## src/rtl/fetch_stage_if.sv

```systemverilog
// fetch_stage_if: instruction-memory read handshake.
// The master holds imem_rd until the slave pulses imem_done.
interface fetch_stage_if;
   logic        imem_rd;
   logic [15:0] imem_addr;
   logic [15:0] imem_data;
   logic        imem_done;

   modport master (
      output imem_rd,
      output imem_addr,
      input  imem_data,
      input  imem_done
   );

   modport slave (
      input  imem_rd,
      input  imem_addr,
      output imem_data,
      output imem_done
   );
endinterface

```

## src/rtl/fetch_stage.sv

```systemverilog
// fetch_stage: PC owner and imem read sequencer feeding the F/D latch.
// Optional FETCH_ALIGN_CHECK_EN adds err_misalign on odd redirect targets.
module fetch_stage #(
   parameter logic [15:0] RESET_PC  = 16'h0000,
   parameter logic [15:0] NOP_INSTR = 16'h0800
) (
   input  logic          clk,
   input  logic          global_rst,
   input  logic          stall_in,
   input  logic          halt_in,
   input  logic          redirect_valid,
   input  logic [15:0]   redirect_PC,
   fetch_stage_if.master imem,
   output logic [15:0]   instr_FD_in,
   output logic [15:0]   inc_PC_FD_in,
   output logic          freeze_FD,
   output logic          clr_FD,
   output logic [15:0]   PC_out,
   output logic          halted
`ifdef FETCH_ALIGN_CHECK_EN
   ,
   output logic          err_misalign
`endif
);

   localparam logic [1:0] S_FETCH  = 2'd0;
   localparam logic [1:0] S_HOLD   = 2'd1;
   localparam logic [1:0] S_SQUASH = 2'd2;
   localparam logic [1:0] S_HALTED = 2'd3;

   logic [1:0]  state, state_nx;
   logic [15:0] pc, pc_nx;
   logic [15:0] sq_addr, sq_addr_nx;
   logic [15:0] hold_instr, hold_instr_nx;
   logic [15:0] hold_inc, hold_inc_nx;
   logic [15:0] pc_inc;
   logic [15:0] rd_target;
   logic        bad_target;
   logic        rd;
   logic        pending;

   assign pc_inc = pc + 16'd2;

`ifdef FETCH_ALIGN_CHECK_EN
   assign rd_target  = redirect_PC;
   assign bad_target = redirect_PC[0];
`else
   assign rd_target  = {redirect_PC[15:1], 1'b0};
   assign bad_target = 1'b0;
`endif

   // A read is in flight whenever imem_rd is high and done has not arrived.
   assign pending = (state == S_FETCH || state == S_SQUASH) &&
                    !imem.imem_done;

   always_comb begin
      state_nx      = state;
      pc_nx         = pc;
      sq_addr_nx    = sq_addr;
      hold_instr_nx = hold_instr;
      hold_inc_nx   = hold_inc;
      rd            = 1'b0;
      imem.imem_addr = pc;
      instr_FD_in   = NOP_INSTR;
      inc_PC_FD_in  = pc_inc;
      freeze_FD     = 1'b0;
      clr_FD        = 1'b0;

      unique case (state)
         S_FETCH: begin
            rd = 1'b1;
            if (imem.imem_done) begin
               if (halt_in) begin
                  freeze_FD = 1'b1;
                  state_nx  = S_HALTED;
               end else if (stall_in) begin
                  freeze_FD     = 1'b1;
                  hold_instr_nx = imem.imem_data;
                  hold_inc_nx   = pc_inc;
                  pc_nx         = pc_inc;
                  state_nx      = S_HOLD;
               end else begin
                  instr_FD_in = imem.imem_data;
                  pc_nx       = pc_inc;
               end
            end else begin
               freeze_FD = stall_in | halt_in;
            end
         end
         S_HOLD: begin
            instr_FD_in  = hold_instr;
            inc_PC_FD_in = hold_inc;
            if (halt_in) begin
               freeze_FD = 1'b1;
               state_nx  = S_HALTED;
            end else begin
               freeze_FD = stall_in;
               if (!stall_in) state_nx = S_FETCH;
            end
         end
         S_SQUASH: begin
            rd             = 1'b1;
            imem.imem_addr = sq_addr;
            freeze_FD      = stall_in | halt_in;
            if (imem.imem_done)
               state_nx = halt_in ? S_HALTED : S_FETCH;
         end
         S_HALTED: begin
            freeze_FD = 1'b1;
         end
      endcase

      if (redirect_valid) begin
         clr_FD        = 1'b1;
         freeze_FD     = 1'b0;
         instr_FD_in   = NOP_INSTR;
         pc_nx         = rd_target;
         hold_instr_nx = NOP_INSTR;
         hold_inc_nx   = RESET_PC + 16'd2;
         if (bad_target) begin
            state_nx = S_HALTED;
         end else if (pending) begin
            state_nx = S_SQUASH;
            if (state == S_FETCH) sq_addr_nx = pc;
         end else begin
            state_nx = S_FETCH;
         end
      end
   end

   always_ff @(posedge clk or posedge global_rst) begin
      if (global_rst) begin
         state      <= S_FETCH;
         pc         <= RESET_PC;
         sq_addr    <= RESET_PC;
         hold_instr <= NOP_INSTR;
         hold_inc   <= RESET_PC + 16'd2;
      end else begin
         state      <= state_nx;
         pc         <= pc_nx;
         sq_addr    <= sq_addr_nx;
         hold_instr <= hold_instr_nx;
         hold_inc   <= hold_inc_nx;
      end
   end

`ifdef FETCH_ALIGN_CHECK_EN
   always_ff @(posedge clk or posedge global_rst) begin
      if (global_rst)
         err_misalign <= 1'b0;
      else if (redirect_valid && bad_target)
         err_misalign <= 1'b1;
   end
`endif

   // Reset abandons any read in flight.
   assign imem.imem_rd = rd & ~global_rst;
   assign PC_out       = pc;
   assign halted       = (state == S_HALTED);

endmodule

```

## src/flat_wrapper.sv

```systemverilog
// flat-port wrapper written by rule: the top's interface ports become plain ports
module fetch_stage_flat 
#(
   parameter logic [15:0] RESET_PC  = 16'h0000,
   parameter logic [15:0] NOP_INSTR = 16'h0800
)
  (clk, global_rst, stall_in, halt_in, redirect_valid, redirect_PC, instr_FD_in, inc_PC_FD_in, freeze_FD, clr_FD, PC_out, halted, imem_imem_rd, imem_imem_addr, imem_imem_data, imem_imem_done);
  fetch_stage_if imem_i ();
  input  logic clk;
  input  logic global_rst;
  input  logic stall_in;
  input  logic halt_in;
  input  logic redirect_valid;
  input  logic [15:0] redirect_PC;
  output logic [15:0] instr_FD_in;
  output logic [15:0] inc_PC_FD_in;
  output logic freeze_FD;
  output logic clr_FD;
  output logic [15:0] PC_out;
  output logic halted;
  output wire logic [$bits(imem_i.imem_rd)-1:0] imem_imem_rd;
  output wire logic [$bits(imem_i.imem_addr)-1:0] imem_imem_addr;
  input wire logic [$bits(imem_i.imem_data)-1:0] imem_imem_data;
  input wire logic [$bits(imem_i.imem_done)-1:0] imem_imem_done;
  assign imem_imem_rd = imem_i.imem_rd;
  assign imem_imem_addr = imem_i.imem_addr;
  assign imem_i.imem_data = imem_imem_data;
  assign imem_i.imem_done = imem_imem_done;
  fetch_stage #(.RESET_PC(RESET_PC), .NOP_INSTR(NOP_INSTR)) u_core (.clk(clk), .global_rst(global_rst), .stall_in(stall_in), .halt_in(halt_in), .redirect_valid(redirect_valid), .redirect_PC(redirect_PC), .imem(imem_i), .instr_FD_in(instr_FD_in), .inc_PC_FD_in(inc_PC_FD_in), .freeze_FD(freeze_FD), .clr_FD(clr_FD), .PC_out(PC_out), .halted(halted));
endmodule
```

## config.mk

```make
export PLATFORM = sky130hd
export DESIGN_NAME = fetch_stage_flat
export DESIGN_NICKNAME = d
export VERILOG_FILES = /design/src/rtl/fetch_stage_if.sv /design/src/rtl/fetch_stage.sv /design/src/flat_wrapper.sv
export SDC_FILE = /design/constraint.sdc
export NUM_CORES = 1
export LEC_CHECK = 0
export BUFFER_PORTS_ARGS = -buffer_cell sky130_fd_sc_hd__buf_2
export CORE_MARGIN = 4
export CORE_UTILIZATION = 56
export CTS_CLUSTER_SIZE = 10
export DETAILED_ROUTE_END_ITERATION = 12
export PLACE_DENSITY = 0.81
export RECOVER_POWER = 50
export SLEW_MARGIN = 5
export SYNTH_ARGS = -nofsm -noshare
export SYNTH_HDL_FRONTEND = slang
export SYNTH_SLANG_ARGS = --single-unit
```

## constraint.sdc

```tcl
create_clock -name clk -period 5.6 [get_ports clk]
set_clock_uncertainty 0.15 [all_clocks]
set_input_delay 1.12 -clock clk [delete_from_list [all_inputs] [get_ports clk]]
set_output_delay 1.12 -clock clk [all_outputs]
set_load 0.01 [all_outputs]
```

==> results of run 1 <==
## per-layer routing
metal  global-route usage [%]  up-vias  share of wire (%)
met1                    32.70     1407                 44
met5                        0        -                  0
met2                    37.38      110                 46
met3                    4.935       18                7.0
met4                    10.44        0                2.0
li1                         -     1403                  -
## cell families after synthesis
group	Yosys count
adder cells (fa/ha/maj)	7
AND/OR/NAND/NOR	92
buffers and inverters	40
flip-flops	64
multiplexers	47
AO/OA/AOI/OAI	71
XOR/XNOR	24
other	1
## area by class of cell
type / instances / area share, %
clock buffers: 14 / 3.815
inverters: 8 / 0.7042
repair buffers: 105 / 12.12
clock inverters: 2 / 0.8803
flip-flops and latches: 64 / 37.62
multi-input cells: 243 / 42.61
well taps: 77 / 2.259
## worst register-to-register path: cells and delay by family, from the launching register on
family	cells	cell delay (ns)
adders and majority gates	1	0.71
buffers and inverters	1	0.15
DFF	1	0.42
muxes	1	0.42
and+or+nand+nor	3	1.08
## where the power goes
part           switching [W]  internal (W)  total (W)
clock               0.000174      0.000231   0.000404
combinational       0.000328      0.000280   0.000608
sequential         0.0000702      0.000546   0.000616
total               0.000572       0.00106    0.00163
## cells in the final DEF (no fill, tap or decap), types with 10 or more instances in the layout
cell / n
o21ai_0: 16
a22o_1: 28
clkbuf_8: 11
dfrtp_1: 62
buf_2: 89
xnor2_1: 14
a22oi_1: 18
nor3_1: 11
mux2_2: 42
nor2_1: 29
xor2_1: 10
clkbuf_1: 16
nand2_1: 26
## worst paths after layout
check / start / depth (start not counted) / slack [ns] / end
max: halt_in / 6 / 1.23 / instr_FD_in[6]
min: u_core.hold_instr[11] / 2 / 0.33 / u_core.hold_instr[11]
max reg2reg: u_core.state[0] / 6 / 2.56 / u_core.sq_addr[5]
min reg2reg: u_core.hold_instr[11] / 2 / 0.33 / u_core.hold_instr[11]
max in group asynchronous: global_rst / 3 / 3.90 / u_core.sq_addr[6]
min in group asynchronous: global_rst / 3 / 0.85 / u_core.sq_addr[7]
## sequential cells by signal, summed over array words and instances (netlist names)
name and flops:
u_core.PC_out 15, u_core.hold_inc 16, u_core.hold_instr 16, u_core.sq_addr 15, u_core.state 2
## through the flow
step | std cells | hold WS [ns] | util (%) | setup slack, ns | power [W]
floorplan | 347 | 0.2950 | - | 2.214 | 0.001047
global route | 513 | 0.3582 | 67.15 | 1.042 | 0.001732
CTS | 513 | 0.3384 | 68.12 | 1.551 | 0.001655
detailed placement | 497 | 0.3265 | 64.97 | 1.548 | 0.001242
global placement | 497 | 0.3107 | 64.97 | 1.617 | 0.001218
finish | 513 | 0.3340 | 67.15 | 1.229 | 0.001628
==> results.json, run 1 <==
{
  "path_buf_inv": 2,
  "synth_xor_area_share_pct": 5.738,
  "hold_viol_final": 0,
  "port_buffers": 102,
  "ir_drop_v": 0.0002130,
  "max_freq_mhz": 228.8,
  "fin_crit_sh_pct": 78.06,
  "grt_pass1_wl_um": 14480,
  "synth_top_area_share_pct": 42.35,
  "netlist_area_sq_mm": 0.003664,
  "clk_latency_ns": 0.34,
  "core-area_sq_mm": 0.006350,
  "cts_made_buffers": 9,
  "ys_types": 45,
  "cap_violations": 0,
  "powerDensity_mw_per_mm2": 381.9,
  "ys_top_cells_by_area": "dfrtp_1 (42%), mux2_2 (13%), a22o_1 (6.7%)",
  "slew_viol_final": 0,
  "yosysWarnings": 0,
  "ant_nets": 0,
  "synthSimpleGateAreaFrac_pct": 13.73,
  "place_area_sq_mm": 0.004125,
  "path_clk_slew_ns": 0.06,
  "synthMuxAreaShare_pct": 14.28,
  "crit_chain": "clkbuf_1, nand3b_1, nor2_1, a22oi_1, nor2_1, buf_2",
  "clock_sinks": 64,
  "ys_ff_latch": 64,
  "cp.required_ns": 4.33,
  "area_delta_synth_final_pct": 16.39,
  "cp_top_family": "simple AND/OR/NAND/NOR gates",
  "io_pins": 106,
  "postSynthAreaPerCell_sq_um": 10.59,
  "worstSetupStartpointType": "input port",
  "tritoncts": "done",
  "nets": 476,
  "postCtsSetupBuffers": 0,
  "antenna_found_initial": 0,
  "hold_class": "reg -> reg",
  "vias": 2938,
  "synth_compound_area_share_pct": 14.41,
  "worstSetupEndpointType": "output port",
  "synth_commonest_cells": "dfrtp_1 (62), mux2_2 (42), nor2_1 (29), a22o_1 (28), nand2_1 (26)",
  "first_iter_violations": 172,
  "vias_per_cell": 5.727,
  "grt_pass1_vias": 2962,
  "multiInputGateArea_sq_mm": 0.001817,
  "antennaDiodeCount": 0,
  "yosys.area_share.adder_pct": 2.391,
  "post-route-min-period_ns": 4.371,
  "cts_max_level": 3,
  "clockRootBuffer": "clkbuf_8",
  "yosys.area.top_type": "dfrtp_1",
  "slew_headroom_pct": 19.71,
  "holdBufCountCts": 0,
  "die_h_um": 88.88,
  "cpMaxStageDelayCell": "nor2_1",
  "grtUsageTotal_pct": 24.07,
  "synthArstFlopShare_pct": 100.0,
  "stdcell_area_sq_mm": 0.004264,
  "cts_resized": 0,
  "slowest_delay_ns": 0.87,
  "overflow": 0,
  "synth_top_family_by_area": "compound AO/OA/AOI/OAI gates",
  "synth_edf_count": 0,
  "synthFlopType": "dfrtp_1",
  "drc_errors": 0,
  "status": "complete, no violations",
  "drt_wl_total_um": 8881,
  "wl_per_cell_um": 17.31,
  "gp_congestion": 0.7882,
  "grt_max_degree": 65,
  "drive_above_1_share_pct": 35.55,
  "leakage_nw": 1.992,
  "die_w_um": 88.88,
  "start_util_pct": 57.69,
  "cp_max_fo": 14,
  "die_area_sq_mm": 0.007900,
  "worstPathArrival_ns": 3.10,
  "nFillCells": 503,
  "setup_viol": 0,
  "fin_setup_tns_ns": 0,
  "cts_buffer_depth": 2,
  "path_class": "in -> out",
  "rsz0062_at_grt": "no",
  "firstDrtPassIters": 4,
  "tightest_slew_ns": 1.202,
  "syn_inst": 346,
  "seq_area_frac_synth_pct": 43.78,
  "fp-row-count": 29,
  "synth_most_common_cell": "dfrtp_1",
  "crit_path_frequent_cell": "nor2_1",
  "hpwl_um": 6188,
  "seq_area_sq_mm": 0.001604
}
No activity file was read; power rests on OpenSTA's default activity.
==> run 2: changes to the inputs <==
--- a/config.mk
+++ b/config.mk
@@ -5,12 +5,13 @@
 export SDC_FILE = /design/constraint.sdc
 export NUM_CORES = 1
 export LEC_CHECK = 0
+export ABC_AREA = 1
 export BUFFER_PORTS_ARGS = -buffer_cell sky130_fd_sc_hd__buf_2
 export CORE_MARGIN = 4
-export CORE_UTILIZATION = 56
+export CORE_UTILIZATION = 52
 export CTS_CLUSTER_SIZE = 10
 export DETAILED_ROUTE_END_ITERATION = 12
-export PLACE_DENSITY = 0.81
+export PLACE_DENSITY = 0.76
 export RECOVER_POWER = 50
 export SLEW_MARGIN = 5
 export SYNTH_ARGS = -nofsm -noshare
==> constraint.sdc (replaced) <==
create_clock -name clk -period 4.25 [get_ports clk]
set_clock_uncertainty 0.15 [all_clocks]
set_input_delay 0.85 -clock clk [delete_from_list [all_inputs] [get_ports clk]]
set_output_delay 0.85 -clock clk [all_outputs]
set_load 0.01 [all_outputs]
==> run 2 against run 1 <==
Effect of this change:
- critical path type is now reg -> out
- sequential cell count unchanged
- combinational power rose by 68%
- design area is 3.6% higher
- critical endpoint is now imem_imem_addr[10]
- global-route usage rose by 0.098 points
- worst hold slack improved by 0.0044 ns
- clock power rose by 89%
- the run now ends with capacitance limit, slew limit left
- sequential power rose by 39%
==> results.json, run 2 <==
{
  "synth_top_area_share_pct": 42.39,
  "ys_ff_latch": 64,
  "fin_total_pwr_w": 0.002638,
  "antenna_found_initial": 0,
  "port_buffers": 102,
  "vias": 3606,
  "cp_max_fo": 32,
  "antennaDiodeCount": 0,
  "path_class": "reg -> out",
  "hold_viol_final": 0,
  "cpMaxStageDelayCell": "ha_1",
  "core-area_sq_mm": 0.006832,
  "post-route-util_pct": 64.69,
  "final_cell_mix": "nand2_1 (143), buf_2 (86), dfrtp_1 (62), nand3_1 (44), inv_1 (39)",
  "overflow": 0,
  "drc_errors": 0,
  "nets": 614,
  "status": "complete, but fails checks",
  "drive_above_1_share_pct": 20.73,
  "clk_latency_ns": 0.34,
  "cp.required_ns": 3.25,
  "rsz0062_at_grt": "no",
  "yosys.area.top_type": "dfrtp_1",
  "tightest_slew_ns": 1.739,
  "grt_pass1_vias": 3387,
  "synth_commonest_cells": "nand2_1 (143), dfrtp_1 (62), nand3_1 (43), inv_1 (38), o21ai_0 (30)",
  "netlist_area_sq_mm": 0.003660,
  "gp_congestion": 0.9013,
  "hold_class": "reg -> reg",
  "final_common_cell": "nand2_1",
  "postSynthAreaPerCell_sq_um": 7.640,
  "clock_sinks": 64,
  "setup_viol": 0,
  "path_clk_slew_ns": 0.08,
  "nFillCells": 621,
  "hold_depth": 2,
  "synth_edf_count": 0,
  "seq_area_frac_synth_pct": 43.83,
  "fin_crit_sh_pct": 77.95,
  "fin_setup_tns_ns": 0,
  "slew_viol_final": 48,
  "ys_types": 32,
  "first_iter_violations": 317,
  "grt_pass1_wl_um": 16370,
  "yosysWarnings": 0,
  "cts_made_buffers": 9,
  "cts_resized": 0,
  "worstPathArrival_ns": 2.31,
  "syn_inst": 479,
  "grtUsageTotal_pct": 24.17,
  "ir_drop_v": 0.0002906,
  "vias_per_cell": 5.382,
  "slowest_delay_ns": 0.88,
  "violations": "capacitance limit, slew limit",
  "drt_wl_total_um": 10060,
  "tritoncts": "done",
  "hpwl_um": 6986,
  "worstSetupEndpointType": "output port",
  "synthFlopType": "dfrtp_1",
  "synthArstFlopShare_pct": 100.0,
  "die_area_sq_mm": 0.008444,
  "die_w_um": 91.89,
  "worstSetupStartpointType": "flop",
  "powerDensity_mw_per_mm2": 596.9,
  "cts_buffer_depth": 2,
  "reg_top3": "u_core.hold_inc (16), u_core.hold_instr (16)",
  "holdBufCountCts": 0,
  "firstDrtPassIters": 7,
  "start_util_pct": 53.57,
  "clockRootBuffer": "clkbuf_8",
  "grt_max_degree": 48,
  "postCtsSetupBuffers": 0,
  "io_pins": 106,
  "synth_most_common_cell": "nand2_1",
  "leakage_nw": 2.261,
  "cts_max_level": 3,
  "crit_chain": "inv_1, ha_1, o21ai_0, buf_2",
  "area_delta_synth_final_pct": 20.75,
  "wl_per_cell_um": 15.01,
  "die_h_um": 91.89,
  "slew_headroom_pct": -16.03,
  "fp-row-count": 30,
  "post-route-min-period_ns": 3.313,
  "r2r_cells": 8,
  "ant_nets": 0,
  "max_freq_mhz": 301.8,
  "cap_violations": 1,
  "ys_top_cells_by_area": "dfrtp_1 (42%), nand2_1 (15%), nand3_1 (5.9%)"
}
==> run 2: path summary, 6_finish.rpt <==
kind                                    startpoint                    to  slack (ns)
worst max-delay path               u_core.state[0]    imem_imem_addr[10]        0.94
worst min-delay path            u_core.hold_inc[9]    u_core.hold_inc[9]        0.34
worst max register to register     u_core.state[0]   u_core.hold_inc[13]        1.10
worst min register to register  u_core.hold_inc[9]    u_core.hold_inc[9]        0.34
max in group asynchronous               global_rst    u_core.hold_inc[2]        1.43
min in group asynchronous               global_rst  u_core.hold_instr[0]        0.89
==> run 2: cell type report <==
type                       instances  area [sq um]  share of cell area, %
multi-input combinational        345          1725                  39.04
sequential                        64          1604                  36.30
timing repair buffer             106         516.7                  11.69
clock inverter                     7         167.7                  3.794
inverter                          43         161.4                  3.652
clock buffer                       9         123.9                  2.803
tap                               96         120.1                  2.718
==> run 2: power breakdown <==
| group | switching [W] | leakage (nW) | total (W) | internal [W] |
|---|---|---|---|---|
| clock network | 0.000253 | 0.144 | 0.000763 | 0.000510 |
| logic | 0.000677 | 1.30 | 0.00102 | 0.000344 |
| registers | 0.000110 | 0.820 | 0.000854 | 0.000743 |
| total | 0.00104 | 2.26 | 0.00264 | 0.00160 |
==> run 2: cells by family (layout without fill, tap and decap cells) <==
| family | Yosys count | in the layout | synth area share (%) |
|---|---|---|---|
| flops | 64 | 64 | 43.83 |
| fa+ha+maj | 7 | 7 | 2.393 |
| simple gates | 224 | 224 | 26.94 |
| buf+inv | 71 | 165 | 8.376 |
| other cells | 1 | 2 | 0.1025 |
| compound gates | 104 | 104 | 16.24 |
| xor+xnor | 8 | 8 | 2.120 |
==> run 2: through the flow <==
step                setup slack, ns  hold slack, ns  cell area, sq um  instances
finish                       0.9370          0.3385              4419        670
global route                 0.6970          0.3626              4419        670
CTS                          0.9349          0.3353              4471        670
detailed placement            1.079          0.3198              4179        654
global placement              1.135          0.3089              4179        654
floorplan                     1.655          0.2922              3664        480
==> run 2: worst max-delay path: cells and delay by family (launching register included) <==
kind	cells	cell delay [ns]
adder cells (fa/ha/maj)	1	0.88
flip-flops	1	0.42
buffers and inverters	2	0.36
AO/OA/AOI/OAI	1	0.31
==> run 2: routing by layer <==
layer  vias up  global-route usage [%]  wire length [um]
met2       164                   38.08              4726
met3        17                   4.020               794
li1       1748                       -                 -
met1      1677                   33.55              4360
met4         0                   9.035               174
met5         -                       0                 0
